===== src/rtl/led_bar_sequencer.sv =====
// LED bar-graph sequencer: tick divider, four animation modes, run/pause and
// single-step advance. Everything runs in the clk domain; the divider only
// produces a step enable.

// One LED: works out its offset from the origin and decides whether it is lit.
module led_bar_lane #(
  parameter int WIDTH = 18,
  parameter int PW    = 5,
  parameter int IDX   = 0
) (
  input  logic [PW-1:0] pos,
  input  logic          fill,
  input  logic          dir,
  output logic          lit
);
  localparam logic [PW-1:0] OFF_LSB = PW'(IDX);
  localparam logic [PW-1:0] OFF_MSB = PW'(WIDTH - 1 - IDX);

  logic [PW-1:0] off;

  // Lit when inside the filled span (fill modes) or at the dot position.
  always_comb begin
    off = dir ? OFF_LSB : OFF_MSB;
    lit = fill ? (off < pos) : (off == pos);
  end
endmodule

module led_bar_sequencer #(
  parameter int WIDTH = 18,
  parameter int DIV   = 25000000,
  parameter int CNT_W = 27
) (
  input  logic             clk,
  input  logic             reset,
  input  logic             run,
  input  logic             step,
  input  logic [1:0]       mode,
  input  logic             dir,
  output logic [WIDTH-1:0] leds,
  output logic             tick,
  output logic             wrap
);
  localparam int PW = $clog2(WIDTH + 1);

  localparam logic [CNT_W-1:0] CNT_LAST = CNT_W'(DIV - 1);
  localparam logic [CNT_W-1:0] CNT_ONE  = CNT_W'(1);
  localparam logic [PW-1:0]    POS_ONE  = PW'(1);
  localparam logic [PW-1:0]    POS_FULL = PW'(WIDTH);
  localparam logic [PW-1:0]    POS_LAST = PW'(WIDTH - 1);

  localparam logic [1:0] M_FILL_WRAP  = 2'b00;
  localparam logic [1:0] M_FILL_DRAIN = 2'b01;
  localparam logic [1:0] M_DOT_SCAN   = 2'b10;
  localparam logic [1:0] M_DOT_BOUNCE = 2'b11;

  typedef enum logic {UP = 1'b0, DOWN = 1'b1} phase_t;

  logic [CNT_W-1:0] cnt, cnt_nx;
  logic [PW-1:0]    pos, pos_nx;
  phase_t           phase, phase_nx;
  logic [1:0]       mode_q;
  logic             mode_chg, auto_ev, step_ev;
  logic             tick_nx, wrap_nx;
  logic [WIDTH-1:0] leds_nx;

  // Divider, step arbitration and per-mode position sequencing.
  always_comb begin
    mode_chg = (mode != mode_q);
    auto_ev  = run && (cnt == CNT_LAST);
    step_ev  = auto_ev || (!run && step);

    cnt_nx   = cnt;
    pos_nx   = pos;
    phase_nx = phase;
    tick_nx  = 1'b0;
    wrap_nx  = 1'b0;

    if (run) cnt_nx = auto_ev ? '0 : cnt + CNT_ONE;

    if (mode_chg) begin
      // New mode restarts the sequence; a coincident step is dropped.
      cnt_nx   = '0;
      pos_nx   = '0;
      phase_nx = UP;
    end else if (step_ev) begin
      tick_nx = 1'b1;
      case (mode_q)
        M_FILL_WRAP: begin
          if (pos == POS_FULL) begin
            pos_nx  = '0;
            wrap_nx = 1'b1;
          end else pos_nx = pos + POS_ONE;
        end
        M_FILL_DRAIN: begin
          if (phase == UP) begin
            pos_nx = pos + POS_ONE;
            if (pos_nx == POS_FULL) phase_nx = DOWN;
          end else begin
            pos_nx = pos - POS_ONE;
            if (pos_nx == '0) begin
              phase_nx = UP;
              wrap_nx  = 1'b1;
            end
          end
        end
        M_DOT_SCAN: begin
          if (pos == POS_LAST) begin
            pos_nx  = '0;
            wrap_nx = 1'b1;
          end else pos_nx = pos + POS_ONE;
        end
        M_DOT_BOUNCE: begin
          if (phase == UP) begin
            pos_nx = pos + POS_ONE;
            if (pos_nx == POS_LAST) phase_nx = DOWN;
          end else begin
            pos_nx = pos - POS_ONE;
            if (pos_nx == '0) begin
              phase_nx = UP;
              wrap_nx  = 1'b1;
            end
          end
        end
        default: ;
      endcase
    end
  end

  // Display is built from next-state pos and the incoming mode, so leds
  // change on the same edge as the step that moved them.
  for (genvar i = 0; i < WIDTH; i++) begin : g_lane
    led_bar_lane #(.WIDTH(WIDTH), .PW(PW), .IDX(i)) u_lane (
      .pos  (pos_nx),
      .fill (~mode[1]),
      .dir  (dir),
      .lit  (leds_nx[i])
    );
  end

  // State and registered outputs; reset overrides everything.
  always_ff @(posedge clk) begin
    if (reset) begin
      cnt    <= '0;
      pos    <= '0;
      phase  <= UP;
      mode_q <= mode;
      leds   <= '0;
      tick   <= 1'b0;
      wrap   <= 1'b0;
    end else begin
      cnt    <= cnt_nx;
      pos    <= pos_nx;
      phase  <= phase_nx;
      mode_q <= mode;
      leds   <= leds_nx;
      tick   <= tick_nx;
      wrap   <= wrap_nx;
    end
  end
endmodule


===== config.mk =====
export PLATFORM = sky130hd
export DESIGN_NAME = led_bar_sequencer
export DESIGN_NICKNAME = d
export VERILOG_FILES = /design/src/rtl/led_bar_sequencer.sv
export SDC_FILE = /design/constraint.sdc
export NUM_CORES = 1
export LEC_CHECK = 0
export ABC_CLOCK_PERIOD_IN_PS = 6300
export CAP_MARGIN = 25
export CELL_PAD_IN_SITES_DETAIL_PLACEMENT = 2
export CELL_PAD_IN_SITES_GLOBAL_PLACEMENT = 2
export CORE_MARGIN = 3
export CORE_UTILIZATION = 37
export CTS_BUF_LIST = sky130_fd_sc_hd__clkbuf_4
export DETAILED_ROUTE_END_ITERATION = 10
export GPL_TIMING_DRIVEN = 0
export MAX_ROUTING_LAYER = met4
export PLACE_DENSITY = 0.87
export SYNTH_ARGS = -nofsm -noshare
export SYNTH_HDL_FRONTEND = slang
export SYNTH_HIERARCHICAL = 1
export SYNTH_SLANG_ARGS = --single-unit

===== constraint.sdc =====
create_clock -name clk -period 6.3 [get_ports clk]
set_input_delay 1.26 -clock clk [delete_from_list [all_inputs] [get_ports clk]]
set_output_delay 1.26 -clock clk [all_outputs]
set_load 0.05 [all_outputs]

### Word level (Yosys, flattened, before mapping)

Index checks and enable logic that the tools add are counted.

| storage, ports and cells | value |
|---|---|
| register bits after elaboration | 55 |
| bits of input ports | 7 |
| output and inout port bits | 20 |
| logic and storage cells | 122 |

| cells by class | value |
|---|---|
| add/subtract/negate cells | 3 |
| magnitude comparators | 18 |
| equality and inequality tests | 27 |
| multiplexer cells | 55 |
| bitwise operators | 1 |
| reductions and logical operators | 11 |

Operator list:

| kind | number |
|---|---|
| $eq A5 B5 Y1 | 18 |
| $lt A5 B5 Y1 | 18 |
| $mux W4 | 12 |
| $mux W5 | 9 |
| $mux W1 | 30 |
| $add A27 B1 Y27 const B | 1 |
| $eq A27 B25 Y1 const B | 1 |
| $mux W27 | 1 |
| $eq A5 B5 Y1 const B | 4 |
| $pmux W5 S3 | 1 |
| $add A5 B1 Y5 const B | 1 |
| $logic_not A5 Y1 | 1 |
| $sub A5 B1 Y5 const B | 1 |
| $eq A2 B2 Y1 const B | 2 |
| $reduce_or A2 Y1 | 2 |
| $pmux W1 S3 | 1 |
| $reduce_or A3 Y1 | 1 |
| $eq A2 B1 Y1 const B | 1 |
| $logic_and A1 B1 Y1 | 2 |
| $logic_not A2 Y1 | 1 |
| $ne A2 B2 Y1 | 1 |
| $pmux W1 S2 | 1 |
| $reduce_and A2 Y1 | 1 |
| $reduce_bool A2 Y1 | 1 |
| 3 further kinds | 3 |

### Depth between registers and ports, before layout

Gate-level depths: netlist (run 1).

| logic depth | value |
|---|---|
| depth in word-level cells | 7 |
| gate-level depth with buffers | 14 |
| gate-level depth less buffers | 13 |

### Hierarchy

Netlist (run 1), hierarchy kept.

By module, submodules not included:

| module | instances | cells an instance | area each (um2) | seq. area each (um2) |
|---|---|---|---|---|
| led_bar_sequencer | 1 | 264 | 2,443.6 | 1,101.1 |
| led_bar_lane at g_lane[10].u_lane ... | 7 | 14 | 96.3 | 0.0 |
| led_bar_lane at g_lane[0].u_lane ... | 3 | 9 | 68.8 | 0.0 |
| led_bar_lane at g_lane[4].u_lane ... | 2 | 12 | 83.8 | 0.0 |
| led_bar_lane at g_lane[14].u_lane | 1 | 13 | 92.6 | 0.0 |
| led_bar_lane at g_lane[12].u_lane | 1 | 11 | 80.1 | 0.0 |
| led_bar_lane at g_lane[13].u_lane | 1 | 11 | 76.3 | 0.0 |
| led_bar_lane at g_lane[16].u_lane | 1 | 8 | 65.1 | 0.0 |
| led_bar_lane at g_lane[9].u_lane | 1 | 6 | 48.8 | 0.0 |
| led_bar_lane at g_lane[8].u_lane | 1 | 5 | 45.0 | 0.0 |

### Least setup slack after synthesis (run 1)

No wires, ideal clock.

| path | value |
|---|---|
| path kind | input port to flip-flop |
| from | input run |
| to | register leds[0] |
| library setup time | 0.128 ns |
| arrival time | 4.736 ns |
| data required time | 6.172 ns |
| slack | 1.436 ns |
| cell stages on the path | 12 |
| path buffers | 1 |
| path through | buf_4 and3_4 nand4_1 o21ai_0 nand3b_1 a21oi_1 inv_1 ha_1 or4b_4 o21ai_1 o21ai_1 nor2b_1 |

| between the ends | value |
|---|---|
| word-level cells in the longest chain between the ends | 7 |
| elaborated cells on any way between the ends | 9 |
| those cells by class | order compare: 1; eq/ne: 1; mux: 3; reduce/logical: 4 |

RTL lines:

| item | RTL line | text |
|---|---|---|
| start, declared | 35 | `input logic run,` |
| $logic_not A1 Y1 | 70 | `step_ev = auto_ev \|\| (!run && step);` |
| $logic_and A1 B1 Y1 | 70 |  |
| $logic_or A1 B1 Y1 * | 70 |  |
| $mux W5 * | 85 | `end else if (step_ev) begin` |
| $mux W5 * | 80 | `if (mode_chg) begin` |
| named net pos_nx[4] | 59 | `logic [PW-1:0] pos, pos_nx;` |
| $lt A5 B5 Y1 / $eq A5 B5 Y1 (equally long branches) | 24 | `lit = fill ? (off < pos) : (off == pos);` |
| $mux W1 * | 24 |  |
| named net leds_nx[0] | 64 | `logic [WIDTH-1:0] leds_nx;` |
| end signal, assigned | 155 | `leds <= leds_nx;` |
| end, declared | 39 | `output logic [WIDTH-1:0] leds,` |

Mark *: on every way through the listed nets, which the timed path passes. The rest lies on a longest branch.
A chain may end at the register's enable or synchronous reset.

### Worst setup path after layout (run 1)

| path | value |
|---|---|
| from | input run |
| to | register leds[17] |

Same word-level chain as after synthesis.

==> impl.org, run 1 <==
** Global route
- Met2 usage :: 39.6%
- Met3 track demand over resource :: 3.61%
- Most congested layer reported by global routing :: met2
- Vias in the first global route :: 3,843
- Antenna violations before repair :: 0
- All-Layer GR Usage :: 21.5%
- Sum of overflow across all layers after global routing :: 0
- Entering global routing, the biggest net connects 36 pins.
- Global routing consumed, on the met1 layer, 24.3% of the routing resources.
- The first global-routing pass estimated 19.5 mm of wire.

** Clock network
- For the worst-skew pair, the clock arrives at the later sink with an insertion delay of 430 ps.
- Number of buffers inserted during clock tree synthesis :: 5
- TritonCTS Sinks :: 55
- Clock root cell :: sky130_fd_sc_hd__clkbuf_4
- Buffers added to address setup during post-CTS repair amount to 0.
- The number of hold buffers added after CTS was 0.
- Clock-pin slew was measured on the worst setup and hold paths at 180 ps.
- In this run the number of H-tree levels came out at 2.
- TritonCTS built the clock tree.
- Maximum number of buffers from clock root to sink :: 2
- Total of cells resized after clock tree synthesis :: 0

** Synthesis
- When the netlist entered floorplanning its net count stood at 521.
- Top cells by area, synth :: sky130_fd_sc_hd__dfxtp_1, sky130_fd_sc_hd__ha_1, sky130_fd_sc_hd__xor2_1
- Portion of the post-synthesis area used by sequential elements :: 28.2%
- Commonest cells in the synthesized netlist :: sky130_fd_sc_hd__dfxtp_1, sky130_fd_sc_hd__ha_1, sky130_fd_sc_hd__inv_1, sky130_fd_sc_hd__nor2_1, sky130_fd_sc_hd__nand2_1
- Synthesis inferred 55 register bits.
- Most instantiated library cell after synthesis :: sky130_fd_sc_hd__dfxtp_1
- Number of instances in the synthesized netlist :: 467
- Dominant synthesized flop cell :: sky130_fd_sc_hd__dfxtp_1
- Synthesis instantiated 55 different standard cells from the library.
- Of the post-synthesis cell area, the dominant cell type holds 28.2%.
- In this run, synthesis inferred 0 flip-flops with an integrated enable.
- Summed over all instances, the cell type with the most area after synthesis is sky130_fd_sc_hd__dfxtp_1.
- Synthesized area divided by synthesized cell count :: 8.35 um^2
- Yosys printed 6 warnings.
- After synthesis, the share of flip-flops with an asynchronous set or reset is 0%.
- Post-Syn Area :: 3900 um^2

** Timing
- Max Freq :: 0.227 GHz
- In the final timing run, aggregate negative setup slack is 0 ps.
- Clk_skew :: 16.6 ps
- Final-report max-slew violation count :: 0
- Measured against its own limit, the worst slew margin works out to 33.7%.
- The clock period could shrink to 4400 ps.
- Setup repair after global routing missed its margin :: no
- Share of the clock period used by the worst path after layout :: 69.8%
- Total of endpoints with negative setup slack in the final report :: 0
- Number of hold-slack violations in the final timing report :: 0
- At the pin with the least slew margin, the transition time is 992 ps.

** Die
- In this run the vertical extent of the chip is 109 um.
- In this run the core area contains 36 standard-cell rows.
- From left edge to right edge, the die measures 109 um.
- Initial Util :: 39.0%
- The die covers 11,800 um^2.
- During I/O placement, the number of pins put on the boundary was 27.
- Core Footprint :: 10000 um^2

** Setup path
- Required time of the worst setup path :: 6630 ps
- At the worst endpoint, the arrival time is 4730 ps.
- Worst R2R Start :: cnt[0]
- Startpoint Class :: primary input
- Launching instance or port of the critical path :: run
- In this run the worst path has a maximum fanout of 35.
- Crit Path Category :: in2reg
- The worst setup path is captured at a flop.

** Placed design
- Summed over all nets, the half-perimeter wirelength after detailed placement is 8.30 mm.
- Buffers placed on the I/O ports in this run total 25.
- The congestion estimate from routability-driven global placement came to 0.831.

** Power
- Total net switching power :: 0.200 mW
- Summed over all cells, the static leakage comes to 1.70 nW.
- Proportion of power drawn by combinational gates :: 17.7%
- Sequential share of power :: 54.6%
- Internal power comes to 0.451 mW.
- The clock network burns 27.7% of the power.
- In this run switching power makes up 30.8% of total power.
- Across the VDD grid, the largest voltage drop is 0.0000730 V.
- In this run the power density over the cells is 144 nW/um^2.

** Run status
- Outcome :: complete, no violations

** Cells and area
- For this run, the share of the core covered by cells in the final layout is 45.2%.
- Antenna cells :: 0
- Across the whole layout, storage elements account for 1100 um^2.
- Fill cell count :: 1,164
- From synthesis to final layout, the design area changed by 15.8%.
- In the final layout, the multi-input gates occupy 2570 um^2.
- Number of nets in the final layout :: 559
- In the final layout, the share of cells above drive strength 1 is 10.9%.

** Min path
- The tightest min-delay check is of the reg2reg type.
- The startpoint identified for the worst hold timing path is cnt[1].

** Route
- Per-cell routed wire length :: 17.8 um
- Detailed-route vias per instance :: 5.45
- In the routed design, unresolved DRC markers number 0.
- For this block, the routed nets add up to 11.4 mm of wire.
- Detailed Route Iter0 Violations :: 124
- The count of nets left with antenna violations once routing finished came out at 0.
- Before antenna repair, the detailed router went through 4 iterations.
- The routed layout has 3,480 vias.

** Flow run
- Across the run, the number of max-cap violations was 0.
[cells by family (layout without fill, tap and decap cells)]
family                     after synthesis  in the layout  share of synthesized area [%]
and+or+nand+nor                        217            217                           32.4
AOI/OAI and AO/OA                       60             60                           10.7
buffers and inverters                   57             96                           6.45
DFF                                     55             55                           28.2
adders and majority gates               47             47                           15.1
xor gates and xnor gates                27             27                           6.06
muxes                                    4              4                           1.03
[cells in the final DEF, fill, tap and decap left out, drive strengths merged, types with 18 or more instances in the layout]
cell / n
clkdlybuf4s50: 25
nor2: 46
dfxtp: 55
ha: 47
nand3: 21
nand2b: 19
nand4: 22
inv: 48
nand2: 34
nor2b: 22
a21oi: 18
xor2: 23
[cell type report]
| cell class | count | share of cell area, % |
|---|---|---|
| plain buffers | 10 | 1.66 |
| clock buffers | 6 | 0.997 |
| clock inverters | 2 | 0.360 |
| inverters | 47 | 3.91 |
| multi-input cells | 355 | 56.9 |
| flip-flops and latches | 55 | 24.4 |
| well taps | 133 | 3.68 |
| repair buffers | 31 | 8.09 |
[sequential cells by signal (all words and copies together) (netlist names)]
signal and cells:
tick 1, wrap 1, mode_q 2, pos 5, leds 18, phase 1
cnt 27
[per-stage QoR]
step / instances / setup WS [ps] / power (mW) / hold WS [ps] / cell area [um^2]
3_5_place_dp: 631 / 1400 / 0.479 / 499 / 4460
5_1_grt: 639 / 1690 / 0.687 / 565 / 4520
2_1_floorplan: 467 / 1440 / 0.435 / 468 / 3900
4_1_cts: 639 / 1900 / 0.665 / 532 / 4520
3_3_place_gp: 625 / 331 / 0.463 / 486 / 4320
6_report: 639 / 1900 / 0.651 / 534 / 4520
[worst max-delay path, cell delays in order]
cell                       delay, ps
sky130_fd_sc_hd__buf_4           140
sky130_fd_sc_hd__and3_4          220
sky130_fd_sc_hd__nand4_1         120
sky130_fd_sc_hd__o21ai_0         610
sky130_fd_sc_hd__nand3b_1        280
sky130_fd_sc_hd__a21oi_4         850
sky130_fd_sc_hd__inv_1           110
sky130_fd_sc_hd__ha_1            320
sky130_fd_sc_hd__or4b_4          470
sky130_fd_sc_hd__o21ai_1         140
sky130_fd_sc_hd__o21ai_1          80
sky130_fd_sc_hd__nor2b_1         130
[path summary, 6_finish.rpt]
check	end	slack [ps]	cells after the start
worst min-delay path	cnt[1]	530	2
worst max register to register	leds[17]	2210	12
worst min register to register	cnt[1]	530	2
worst max-delay path	leds[17]	1900	12
[power groups by stage]
stage	Clock [mW]	Sequential [mW]	Combinational [mW]
floorplan	0	0.376	0.0591
global placement	0	0.363	0.0998
detailed placement	0	0.363	0.116
CTS	0.191	0.356	0.118
global route	0.202	0.357	0.128
finish	0.180	0.356	0.115
[metal layers]
metal | wire length (um) | part of all wire (%) | up-vias
met2 | 5970 | 53 | 23
met1 | 5060 | 45 | 1741
met4 | 115 | 1.0 | 0
met3 | 207 | 1.8 | 9
li1 | - | - | 1707
met5 | 0 | 0 | -
No activity file was read; power rests on OpenSTA's default activity.
==> inputs of run 2 (changes only) <==
- ABC_CLOCK_PERIOD_IN_PS: 6300 -> 4200
- clock period: 6.3 -> 4.2 ns (I/O delays scaled with it)
==> run 2 against run 1 <==
  * Power grew 50%
  * Sequential share of layout area is essentially flat
  * Die area is the same
  * Via count grew 2.3%
  * Flip-flop and latch count is the same
  * Sequential power grew 50%
  * Global-route usage is essentially flat
  * Combinational power grew 50%
  * Largest cell class unchanged
  * Critical path depth grew 2
  * Hold slack gained 16 ps
  * Largest power group unchanged
==> impl.org, run 2 (synthesis results as in run 1) <==
** Run status
- Outcome :: complete, no violations

** Power
- Sequential share of power :: 54.8% (+0.2 points)
- The power density over the cells was 215 nW/um^2 (+49%).
- Total net switching power :: 0.304 mW (+52%)
- Lkg Pwr :: 1.71 nW (+0.22%)
- Proportion of power drawn by combinational gates :: 17.8% (about the same)
- Switching share of total power :: 31.2% (+0.47 points)
- The worst voltage drop across the vdd grid was 0.000134 V (+83%).
- The internal power contribution is 0.670 mW (+49%).
- The part of the power in the clock network was 27.5% (-0.2 points).

** Setup path
- Crit Path Category :: reg2reg
- STA classifies the critical path startpoint as a flop.
- The maximum net fanout on the critical path was 18 (-49%).
- The slack of the worst reg-to-reg path was 390 ps (-1820 ps).
- The critical path starts at pos[0].
- Crit path capture type :: flop
- The worst reg-to-reg path cell count came to 14 (+2).
- The critical path arrival came to 4110 ps (-620 ps).
- The worst register-to-register path ends at leds[17].
- Required time of the worst setup path :: 4500 ps (-2130 ps)
- Worst R2R Start :: pos[0]

** Global route
- The maximum number of pins on one net before global-route repair was 35 (-2.8%).
- Vias in the first global route :: 3,977 (+3.5%)
- The total routing resource utilization after global routing came to 21.5% (+0.024 points).
- The number of antenna violations at the first check in global routing is 0 (unchanged).
- The first-pass GRT wire length came to 19.8 mm (+1.7%).
- Sum of overflow across all layers after global routing :: 0 (unchanged)

** Die
- Floorplan die area :: 11,800 um^2 (unchanged)
- The height of the die was 109 um (unchanged).
- The width of the die came to 109 um (unchanged).
- Core Footprint :: 10000 um^2 (unchanged)
- Initial Util :: 39.0% (unchanged)
- Placement Rows :: 36 (unchanged)
- Top-Level Pins :: 27 (unchanged)

** Timing
- Final-report max-slew violation count :: 0 (unchanged)
- After layout, the minimum clock period comes to 3810 ps.
- The clock tree skew after final layout is 5.31 ps (-11.3 ps).
- The final critical-path setup slack came to 393 ps (-1510 ps).
- The actual transition at the worst max-transition pin was 951 ps (-41.0 ps).
- The number of hold violations in the final report is 0 (unchanged).
- The remaining max-slew budget at the tightest pin came to 36.6% (+2.9 points).
- Static timing analysis puts the maximum clock frequency at 0.263 GHz.
- Setup repair after global routing left no endpoint under its margin.
- Total negative setup slack :: 0 ps (unchanged)
- Total of endpoints with negative setup slack in the final report :: 0 (unchanged)
- Share of the clock period used by the worst path after layout :: 90.6%

** Route
- Detailed-route vias per instance :: 5.56 (+2.1%)
- Number of nets with antenna violations after routing :: 0 (unchanged)
- Post-route DRC :: 0 (unchanged)
- The detail-routed net length per standard cell came to 18.0 um (+1.6%).
- The vias after detailed routing is 3,559 (+2.3%).
- Number of optimization iterations in the first detailed-route pass :: 4 (unchanged)
- Detailed Route Iter0 Violations :: 106 (-15%)
- The total wirelength of the detailed-routed design is 11.6 mm (+1.7%).

** Cells and area
- The top cell types in the final layout, fill and taps aside, are sky130_fd_sc_hd__dfxtp_1, sky130_fd_sc_hd__inv_1, sky130_fd_sc_hd__ha_1, sky130_fd_sc_hd__nor2_1, sky130_fd_sc_hd__nand2_1.
- Fraction of the core area covered by cells at the end of the flow :: 45.2% (+0.075 points)
- Antenna cells :: 0 (unchanged)
- The final cell count without fillers is 640 (+0.16%).
- The net total in the final layout is 560 (+0.18%).
- The number of flip-flops under the largest register name is 27 (unchanged).
- Fill cell count :: 1,138 (-2.2%)
- The area growth from synthesis to layout is 16.0%.
- cnt holds more flip-flops than any other register.
- Sequential cell area :: 1100 um^2 (unchanged)
- The largest registers in the layout are cnt x27, leds x18, pos x5.
- The combined area of the multi-input logic cells came to 2580 um^2 (+0.34%).
- The library cell used most frequently in the layout, excluding fill and tap cells, is sky130_fd_sc_hd__dfxtp_1.
- The layout cell share with drive strength beyond 1 was 11.0% (+0.18 points).

** Clock network
- The insertion delay of the later-clocked pin in the worst-skew pair is 410 ps (-20 ps).
- Maximum number of buffers from clock root to sink :: 2 (unchanged)
- TritonCTS clock tree :: built
- The count of buffers added by post-CTS timing repair for setup was 0 (unchanged).
- TritonCTS Sinks :: 55 (unchanged)
- The root buffer cell chosen for the clock tree is sky130_fd_sc_hd__clkbuf_4.
- The H-tree depth is 2 (unchanged).
- The TritonCTS buffer count came to 5 (unchanged).
- Reg clk slew, reported paths :: 180 ps (about the same)

** Min path
- In this run the worst hold path is classified as reg2reg.
- The number of cells on the worst hold path was 2 (unchanged).
- Hold path startpoint :: cnt[0]
- The worst hold path terminates at cnt[0].

** Placed design
- Post-DP HPWL :: 8.40 mm (+1.2%)
- Placed insts :: 631 (unchanged)
- Number of port buffers :: 25 (unchanged)
- The routability congestion estimate from global placement was 0.808 (-2.7%).
- The placement-stage worst setup slack was -370 ps (-1770 ps).

** Flow run
- MaxCap Viol Count :: 0 (unchanged)
[run 2: cell count changes in the layout (fill, tap and decap cells not counted), sizes merged]
cell and delta:
a21oi +1, clkbuf -1, clkinv +2, clkinvlp -1
[run 2: through the flow]
step	hold slack (ps)	area (um^2)	total power [mW]
after floorplan	468	3900	0.653
after global placement	485	4320	0.695
after detailed placement	520	4460	0.719
after CTS	549	4520	0.989
after global routing	591	4520	1.03
final	550	4520	0.974
[run 2: metal layers]
| layer | up-vias | routed length [um] | GRT usage, % |
|---|---|---|---|
| met3 | 12 | 203 | 3.08 |
| met1 | 1798 | 5100 | 24.3 |
| met2 | 35 | 6130 | 40.4 |
| met5 | - | 0 | - |
| li1 | 1714 | - | - |
| met4 | 0 | 114 | 4.33 |
[run 2: cell type report]
| cell class | instances | area share, % |
|---|---|---|
| clock buffers | 5 | 0.830 |
| inverters | 47 | 3.90 |
| multi-input cells | 356 | 57.0 |
| plain buffers | 10 | 1.66 |
| flip-flops and latches | 55 | 24.3 |
| clock inverters | 3 | 0.498 |
| repair buffers | 31 | 8.08 |
| well taps | 133 | 3.68 |
[run 2: how the worst max path moves through the flow]
| stage | to | cells past startpoint |
|---|---|---|
| global route | leds[16] | 14 |
| floorplan | leds[10] | 12 |
| detailed placement | leds[17] | 12 |
| global placement | leds[10] | 11 |
| CTS | leds[17] | 12 |
| finish | leds[17] | 14 |
[run 2: what timing repair did]
| item | 4_1_cts | 5_1_grt |
|---|---|---|
| gates cloned | 1 | 0 |
| pin swaps | 1 | 0 |
| endpoints found under the setup margin | 4 | 3 |
| endpoints found under the hold margin | 0 | 0 |
| resized for setup | 0 | 1 |
| hold buffers | 0 | 0 |
[run 2: power by group through the flow]
| stage | Combinational (mW) | Sequential [mW] | Clock [mW] |
|---|---|---|---|
| detailed placement | 0.174 | 0.545 | 0 |
| global route | 0.194 | 0.535 | 0.303 |
| finish | 0.173 | 0.534 | 0.267 |
| CTS | 0.176 | 0.534 | 0.279 |
| floorplan | 0.0888 | 0.565 | 0 |
| global placement | 0.150 | 0.544 | 0 |
[run 2: worst max-delay path, stage by stage (launching register included)]
cell and delay, ps:
sky130_fd_sc_hd__dfxtp_1 420, sky130_fd_sc_hd__clkbuf_1 330, sky130_fd_sc_hd__inv_1 130, sky130_fd_sc_hd__ha_1 270, sky130_fd_sc_hd__and3_2 240, sky130_fd_sc_hd__a22o_1 230
sky130_fd_sc_hd__nor2_1 100, sky130_fd_sc_hd__o21ai_1 190, sky130_fd_sc_hd__a21oi_4 560, sky130_fd_sc_hd__inv_1 100, sky130_fd_sc_hd__ha_1 300, sky130_fd_sc_hd__or4b_4 460
sky130_fd_sc_hd__o21ai_1 140, sky130_fd_sc_hd__o21ai_1 80, sky130_fd_sc_hd__nor2b_1 140
